[src/rtl/insn_encoder.sv]
// RV32I field-to-word encoder: packs and range-checks instruction fields, tags each
// accepted word with a sequential load address and queues it in a small output FIFO.
module insn_encoder #(
    parameter int                 DWIDTH    = 32,
    parameter int                 AWIDTH    = 32,
    parameter int                 DEPTH     = 4,
    parameter logic [AWIDTH-1:0]  BASE_ADDR = 32'h0100_0000
) (
    input  logic              clk,
    input  logic              rst,
    input  logic              clr_i,
    input  logic              in_valid_i,
    output logic              in_ready_o,
    input  logic [2:0]        fmt_i,
    input  logic [6:0]        opcode_i,
    input  logic [4:0]        rd_i,
    input  logic [4:0]        rs1_i,
    input  logic [4:0]        rs2_i,
    input  logic [2:0]        funct3_i,
    input  logic [6:0]        funct7_i,
    input  logic [DWIDTH-1:0] imm_i,
    output logic              out_valid_o,
    input  logic              out_ready_i,
    output logic [DWIDTH-1:0] insn_o,
    output logic [AWIDTH-1:0] addr_o,
    output logic              err_o,
    output logic [7:0]        err_cnt_o
);
    localparam int PW = $clog2(DEPTH);

    logic [DWIDTH-1:0] mem_insn_q [DEPTH];
    logic [DWIDTH-1:0] mem_insn_d [DEPTH];
    logic [AWIDTH-1:0] mem_addr_q [DEPTH];
    logic [AWIDTH-1:0] mem_addr_d [DEPTH];
    logic [PW:0]       wr_ptr_q, wr_ptr_d, rd_ptr_q, rd_ptr_d;
    logic [AWIDTH-1:0] next_addr_q, next_addr_d;
    logic [DWIDTH-1:0] last_insn_q, last_insn_d;
    logic [AWIDTH-1:0] last_addr_q, last_addr_d;
    logic              err_q, err_d;
    logic [7:0]        err_cnt_q, err_cnt_d;

    logic [DWIDTH-1:0] insn_enc;
    logic              bad, is_shift, fits12, fits13, fits21;
    logic              full, empty, accept, push, pop;
    logic [PW-1:0]     wr_idx, rd_idx;

    // An immediate fits N signed bits when everything above bit N-2 is a copy of the sign.
    assign fits12   = (&imm_i[31:11]) | ~(|imm_i[31:11]);
    assign fits13   = (&imm_i[31:12]) | ~(|imm_i[31:12]);
    assign fits21   = (&imm_i[31:20]) | ~(|imm_i[31:20]);
    assign is_shift = (opcode_i == 7'h13) && ((funct3_i == 3'd1) || (funct3_i == 3'd5));

    always_comb begin
        insn_enc = '0;
        bad      = 1'b0;
        case (fmt_i)
            3'd0: insn_enc = {funct7_i, rs2_i, rs1_i, funct3_i, rd_i, opcode_i};
            3'd1: begin
                if (is_shift) begin
                    insn_enc = {funct7_i, imm_i[4:0], rs1_i, funct3_i, rd_i, opcode_i};
                    bad      = |imm_i[31:5];
                end else begin
                    insn_enc = {imm_i[11:0], rs1_i, funct3_i, rd_i, opcode_i};
                    bad      = !fits12;
                end
            end
            3'd2: begin
                insn_enc = {imm_i[11:5], rs2_i, rs1_i, funct3_i, imm_i[4:0], opcode_i};
                bad      = !fits12;
            end
            3'd3: begin
                insn_enc = {imm_i[12], imm_i[10:5], rs2_i, rs1_i, funct3_i,
                            imm_i[4:1], imm_i[11], opcode_i};
                bad      = !fits13 || imm_i[0];
            end
            3'd4: begin
                insn_enc = {imm_i[31:12], rd_i, opcode_i};
                bad      = |imm_i[11:0];
            end
            3'd5: begin
                insn_enc = {imm_i[20], imm_i[10:1], imm_i[11], imm_i[19:12], rd_i, opcode_i};
                bad      = !fits21 || imm_i[0];
            end
            default: bad = 1'b1;
        endcase
    end

    assign wr_idx      = wr_ptr_q[PW-1:0];
    assign rd_idx      = rd_ptr_q[PW-1:0];
    assign empty       = (wr_ptr_q == rd_ptr_q);
    assign full        = (wr_ptr_q[PW] != rd_ptr_q[PW]) && (wr_idx == rd_idx);
    assign in_ready_o  = !full;
    assign accept      = in_valid_i && in_ready_o;
    assign push        = accept && !bad;
    assign pop         = out_valid_o && out_ready_i;
    assign out_valid_o = !empty;
    // Once drained, the outputs keep showing the last entry that was popped.
    assign insn_o      = empty ? last_insn_q : mem_insn_q[rd_idx];
    assign addr_o      = empty ? last_addr_q : mem_addr_q[rd_idx];
    assign err_o       = err_q;
    assign err_cnt_o   = err_cnt_q;

    always_comb begin
        mem_insn_d  = mem_insn_q;
        mem_addr_d  = mem_addr_q;
        wr_ptr_d    = wr_ptr_q;
        rd_ptr_d    = rd_ptr_q;
        next_addr_d = next_addr_q;
        last_insn_d = last_insn_q;
        last_addr_d = last_addr_q;
        err_d       = accept && bad;
        err_cnt_d   = err_cnt_q;
        if (accept && bad && (err_cnt_q != 8'hFF)) err_cnt_d = err_cnt_q + 8'd1;
        if (push) begin
            mem_insn_d[wr_idx] = insn_enc;
            mem_addr_d[wr_idx] = next_addr_q;
            wr_ptr_d           = wr_ptr_q + (PW+1)'(1);
            next_addr_d        = next_addr_q + AWIDTH'(4);
        end
        if (pop) begin
            last_insn_d = mem_insn_q[rd_idx];
            last_addr_d = mem_addr_q[rd_idx];
            rd_ptr_d    = rd_ptr_q + (PW+1)'(1);
        end
        if (clr_i) begin
            wr_ptr_d    = '0;
            rd_ptr_d    = '0;
            next_addr_d = BASE_ADDR;
            last_insn_d = '0;
            last_addr_d = '0;
            err_d       = 1'b0;
            err_cnt_d   = '0;
        end
    end

    always_ff @(posedge clk or negedge rst) begin
        if (!rst) begin
            for (int i = 0; i < DEPTH; i++) begin
                mem_insn_q[i] <= '0;
                mem_addr_q[i] <= '0;
            end
            wr_ptr_q    <= '0;
            rd_ptr_q    <= '0;
            next_addr_q <= BASE_ADDR;
            last_insn_q <= '0;
            last_addr_q <= '0;
            err_q       <= 1'b0;
            err_cnt_q   <= '0;
        end else begin
            mem_insn_q  <= mem_insn_d;
            mem_addr_q  <= mem_addr_d;
            wr_ptr_q    <= wr_ptr_d;
            rd_ptr_q    <= rd_ptr_d;
            next_addr_q <= next_addr_d;
            last_insn_q <= last_insn_d;
            last_addr_q <= last_addr_d;
            err_q       <= err_d;
            err_cnt_q   <= err_cnt_d;
        end
    end
endmodule

[config.mk]
export PLATFORM = sky130hd
export DESIGN_NAME = insn_encoder
export DESIGN_NICKNAME = d
export VERILOG_FILES = /design/src/rtl/insn_encoder.sv
export SDC_FILE = /design/constraint.sdc
export NUM_CORES = 1
export LEC_CHECK = 0
export CAP_MARGIN = 20
export CORE_MARGIN = 1.5
export CORE_UTILIZATION = 40
export CTS_BUF_LIST = sky130_fd_sc_hd__clkbuf_4 sky130_fd_sc_hd__clkbuf_8
export CTS_CLUSTER_DIAMETER = 80
export CTS_CLUSTER_SIZE = 25
export DETAILED_ROUTE_END_ITERATION = 7
export DONT_BUFFER_PORTS = 1
export GPL_ROUTABILITY_DRIVEN = 0
export PLACE_DENSITY = 0.51
export SLEW_MARGIN = 15
export SYNTH_ARGS = -nofsm -noshare
export SYNTH_HDL_FRONTEND = slang
export SYNTH_SLANG_ARGS = --single-unit
[constraint.sdc]
create_clock -name clk -period 4.8 [get_ports clk]
set_input_delay 0.48 -clock clk [delete_from_list [all_inputs] [get_ports clk]]
set_output_delay 0.48 -clock clk [all_outputs]
set_load 0.02 [all_outputs]
**Word-level counts from Yosys, hierarchy flattened**

Index checks and enable logic that the tools add are counted.

- Register bits after elaboration: 367
- Bits of input ports: 72
- Output and inout bits: 75
- Word-level logic and storage cells: 100

- Add/subtract/negate cells: 4
- Magnitude comparators: 3
- Eq/ne operators: 12
- Muxes and demuxes: 29
- Bitwise logic cells: 8
- Reduce and logical (&&, ||, !) cells: 29

Operator list:

| kind | count |
|---|---|
| $mux W32 | 14 |
| $bwmux W128 | 2 |
| $pmux W32 S6 | 1 |
| $bmux W32 S2 | 2 |
| $demux W32 S2 | 1 |
| $add A32 B3 Y32 const B | 1 |
| $reduce_or A27 Y1 | 1 |
| $reduce_or A12 Y1 | 2 |
| $reduce_and A21 Y1 | 1 |
| $reduce_or A21 Y1 | 1 |
| $reduce_and A20 Y1 | 1 |
| $reduce_or A20 Y1 | 1 |
| $mux W8 | 2 |
| $mux W3 | 4 |
| $reduce_and A12 Y1 | 1 |
| $eq A3 B3 Y1 const B | 3 |
| $add A8 B1 Y8 const B | 1 |
| $logic_and A1 B1 Y1 | 8 |
| $ne A8 B8 Y1 const B | 1 |
| $eq A7 B5 Y1 const B | 1 |
| $add A3 B1 Y3 const B | 2 |
| $eq A3 B1 Y1 const B | 2 |
| $eq A3 B2 Y1 const B | 2 |
| $ge A3 B3 Y1 const B | 2 |
| other kinds (13) | 28 |

**Depth between registers and ports, before layout**

- Depth in word-level cells: 10
- Depth in mapped cells: 12

**Least setup slack after synthesis**

OpenSTA, ideal clock, no wires.

- Kind: input port to flip-flop
- Start: input port imm_i[25]
- End: register mem_addr_q[10] in the netlist's numbering
- Setup time: 125 ps
- Arrival time: 2621 ps
- Required time: 4675 ps
- Slack: 2054 ps
- Stages: 8
- Buffers on the path: 2
- Cell sequence: or4_4 > nor2_4 > nand4_2 > o211a_1 > or4_1 > buf_2 > buf_6 > mux2_4

- Cells in the longest elaborated chain, start to end: 8

RTL lines:

| item | RTL line | source |
|---|---|---|
| start, declared | 21 | `input logic [DWIDTH-1:0] imm_i,` |
| $reduce_or A21 Y1, or another cell as far along | 48 | `assign fits12 = (&imm_i[31:11]) \| ~(\|imm_i[31:11]);` |
| $not A1 Y1 (on tied branches) | 48, 49, 50 |  |
| $or A1 B1 Y1 (on tied branches) | 48, 49, 50 |  |
| $logic_not A1 Y1 (on tied branches) | n/a |  |
| $mux W1, or another cell as far along | 59 | `if (is_shift) begin` |
| $pmux W1 S6 * | 56 | `case (fmt_i)` |
| $logic_not A1 Y1 * | 94 | `assign push = accept && !bad;` |
| $logic_and A1 B1 Y1 * | 94 |  |
| end signal, assigned | 151 | `mem_addr_q <= mem_addr_d;` |
| end, declared | 33 | `logic [AWIDTH-1:0] mem_addr_q [DEPTH];` |

Mark *: on every way between the ends. The rest lies on a longest branch, timed or not.
A chain may end at the register's enable or synchronous reset.

**Worst setup path in the final report**

- Start: register rd_ptr_q[0]
- End: output port addr_o[24]

- Cells in the longest elaborated chain, start to end: 5

RTL lines:

| item | RTL line | source |
|---|---|---|
| start, declared | 35 | `logic [PW:0] wr_ptr_q, wr_ptr_d, rd_ptr_q, rd_ptr_d;` |
| start signal, assigned | 153 | `rd_ptr_q <= rd_ptr_d;` |
| $not A2 Y3 (not written as such) | 99 | `assign addr_o = empty ? last_addr_q : mem_addr_q[rd_idx];` |
| $bmux W32 S2 | 99 |  |
| $mux W32 (not written as such) (2 in a row) | 99 |  |
| $mux W32 * | 99 |  |
| end, declared | 25 | `output logic [AWIDTH-1:0] addr_o,` |

Mark *: on every way between the ends. The rest lies on a longest branch, timed or not. The select of a mux whose other input is x is not followed.

==> qor.yml <==
ys_dominant_reg_cell: "dfrtp_1"
clk_latency_ns: 0.64
drc: 0
max_freq_mhz: 259
post_cts_resize_count: 0
row_count: 75
avgRoutedWirePerCell_um: 21.7
synth_common_cells: "dfrtp_1, nand2_1, mux2_2"
fin_ws_ns: 0.945
clkSinkCount: 356
start_util: 0.406
cts_tree: "yes"
yosysTopAreaCellShare: 0.521
max-vdd-ir-drop_uv: 194
cts_made_buffers: 26
die_x_um: 209
placeableCoreArea_um2: 42000
async_reset_ff_frac: 1.00
critical_path_class: "flop to output port"
io_pins: 147
fin_hold_ws_ns: -0.455
cts_setup_buffers: 0
worst_pin_slew_ns: 1.12
synth_cells: 1454
io_buffer_count: 0
slowest_delay_ns: 0.72
synth_seq_area_share: 0.523
met1Wirelength_mm: 20.1
critPathCaptureType: "output port"
hpwl_mm: 25.0
yosysMostFrequentCell: "dfrtp_1"
wl_met3_mm: 1.79
cts_hold_buf: 2
grt.total_usage: 0.196
die_h_um: 209
finalSetupTns_ns: 0
n_antenna_cell: 0
reg2reg_slack_ns: 1.40
min_period_over_period: 0.803
r2r_cells: 6
synth_edf_count: 0
r2r-end: "next_addr_q[7]$_DFFE_PN0P_"
syn-num-nets: 1533
preCtsSetupSlack_ns: 1.11
drt_wl_total_mm: 42.4
die-area_um2: 43900
hold_class: "input pin to asynchronous set/reset pin"
path_cells: "buf_4 > buf_4 > mux4_2 > mux2_2"
cp-startpoint: "rd_ptr_q[0]$_DFFE_PN0P_"
vias: 11000
grt_pass1_wl_mm: 67.0
path_clk_slew_ns: 0.14
first_pass_iters: 5
cp_common_cell: "buf_4"
status: "finished, violations left"
antenna_found_initial: 0
crit_end: "addr_o[24]"
dr.max_layer_used: "met4"
layout-drive-gt1-share: 0.258
via_per_inst: 5.64
ys_ff_latch: 356
cp-start-kind: "flop"
slew_violations: 0
hold_viol: 356
root_buffer: "clkbuf_8"
synth_top_area_cell: "dfrtp_1"
cp.arrival_ns: 3.37
nets: 1472
cpMaxStageDelayCell: "buf_4"
layout_min_cycle_time_ns: 3.85
syn-cell-area_um2: 17000
ant_nets: 0
dr.first_iter.drc_count: 712
final.setup_skew_ns: 0.0351
max_cap_viol_count: 0
finalSetupViolCount: 0
htree_num_levels: 1
route.met2.wl_mm: 20.0
ys_top_cells_by_area: "dfrtp_1, mux2_2, mux4_2"
cts_buffer_depth: 3
violations: "negative hold slack"
p_per_area_nw_per_um2: 361
worstReg2RegStart: "wr_ptr_q[2]$_DFFE_PN0P_"
area_growth_pct: 5.92
grt_overflow_total: 0
critPathRequiredTime_ns: 4.32
critPathMaxFanout: 34
avgSynthCellArea_um2: 11.7
maxSlewHeadroom: 0.255
p_leak_nw: 7.79
grt_pass1_vias: 11200
grt_max_degree: 357
rsz0062_at_grt: "false"
yosysWarnings: 0
ys_types: 57
layout make-up:
| type | count | area [µm²] |
|---|---|---|
| clock inverters | 19 | 243 |
| well taps | 539 | 674 |
| repair buffers | 18 | 158 |
| clock buffers | 28 | 379 |
| inverters | 7 | 26.3 |
| multi-input cells | 984 | 7660 |
| fillers | 3951 | 24000 |
| flip-flops and latches | 356 | 8910 |
worst max-delay path: cells and delay by family, from the launching register on:
family                 cells  cell delay, ns
DFF                        1            0.43
buffers and inverters      2            1.28
muxes                      2            1.02
metal layers:
layer	vias up	track usage
met5	-	0
met4	0	0.0345
met3	33	0.0317
met2	224	0.320
met1	5647	0.279
li1	5107	-
power breakdown:
group | leakage [nW] | internal, mW | switching, mW | total (mW)
Clock | 0.300 | 0.660 | 1.17 | 1.83
Sequential | 4.81 | 3.29 | 0.147 | 3.44
Combinational | 2.68 | 0.530 | 0.732 | 1.26
through the flow:
stage	instance area (µm²)	util	power (mW)	cells
6_report	18100	0.429	6.52	1951
5_1_grt	18100	0.429	6.89	1951
4_1_cts	18100	0.429	6.65	1951
3_5_place_dp	17400	0.414	4.77	1902
3_3_place_gp	17400	0.414	4.74	1902
2_1_floorplan	17000	-	4.47	1454
sequential cells by signal, indices dropped and copies added, names as in the netlist:
signal	count
err_cnt_o	8
last_insn_q	32
wr_ptr_q	3
err_o	1
mem_addr_q	120
next_addr_q	30
rd_ptr_q	3
last_addr_q	31
mem_insn_q	128
kinds of logic after synthesis:
group           share of synthesized area
simple gates                        0.115
buf+inv                            0.0307
xor+xnor                          0.00462
flops                               0.523
fa+ha+maj                         0.00514
compound gates                     0.0862
mux                                 0.236
cell usage in the layout, fill, tap and decap left out, types with 5 or more instances in the layout:
cell and instances:
nand3_1 16, and2_1 10, o31ai_1 15, buf_4 16, nor4_1 7, inv_1 6
o21ai_0 16, a222oi_1 6, clkinv_8 8, clkbuf_8 27, nand2_1 191, o21ai_1 24
mux2_4 38, ha_1 7, a2bb2oi_1 8, xor2_1 6, or4_1 14, nor3_1 11
nand4_1 17, nor2_1 98, mux4_2 62, and3_1 5, a21oi_1 178, nor2b_1 8
dfrtp_1 353, mux2_2 181, or3_1 17
worst min path at each step:
| stage | from | to | slack (ns) | depth (start not counted) |
|---|---|---|---|---|
| 2_1_floorplan | rst | err_cnt_o[0]$_DFFE_PN0P_ | 0.18 | 0 |
| 3_3_place_gp | rst | last_addr_q[27]$_DFFE_PN0P_ | 0.21 | 0 |
| 3_5_place_dp | rst | last_addr_q[25]$_DFFE_PN0P_ | 0.21 | 0 |
| 4_1_cts | rst | last_addr_q[25]$_DFFE_PN0P_ | -0.52 | 0 |
| 5_1_grt | rst | last_addr_q[27]$_DFFE_PN0P_ | -0.53 | 0 |
| 6_report | rst | last_addr_q[27]$_DFFE_PN0P_ | -0.46 | 0 |
Note: power is estimated with default switching activity, not from simulation.
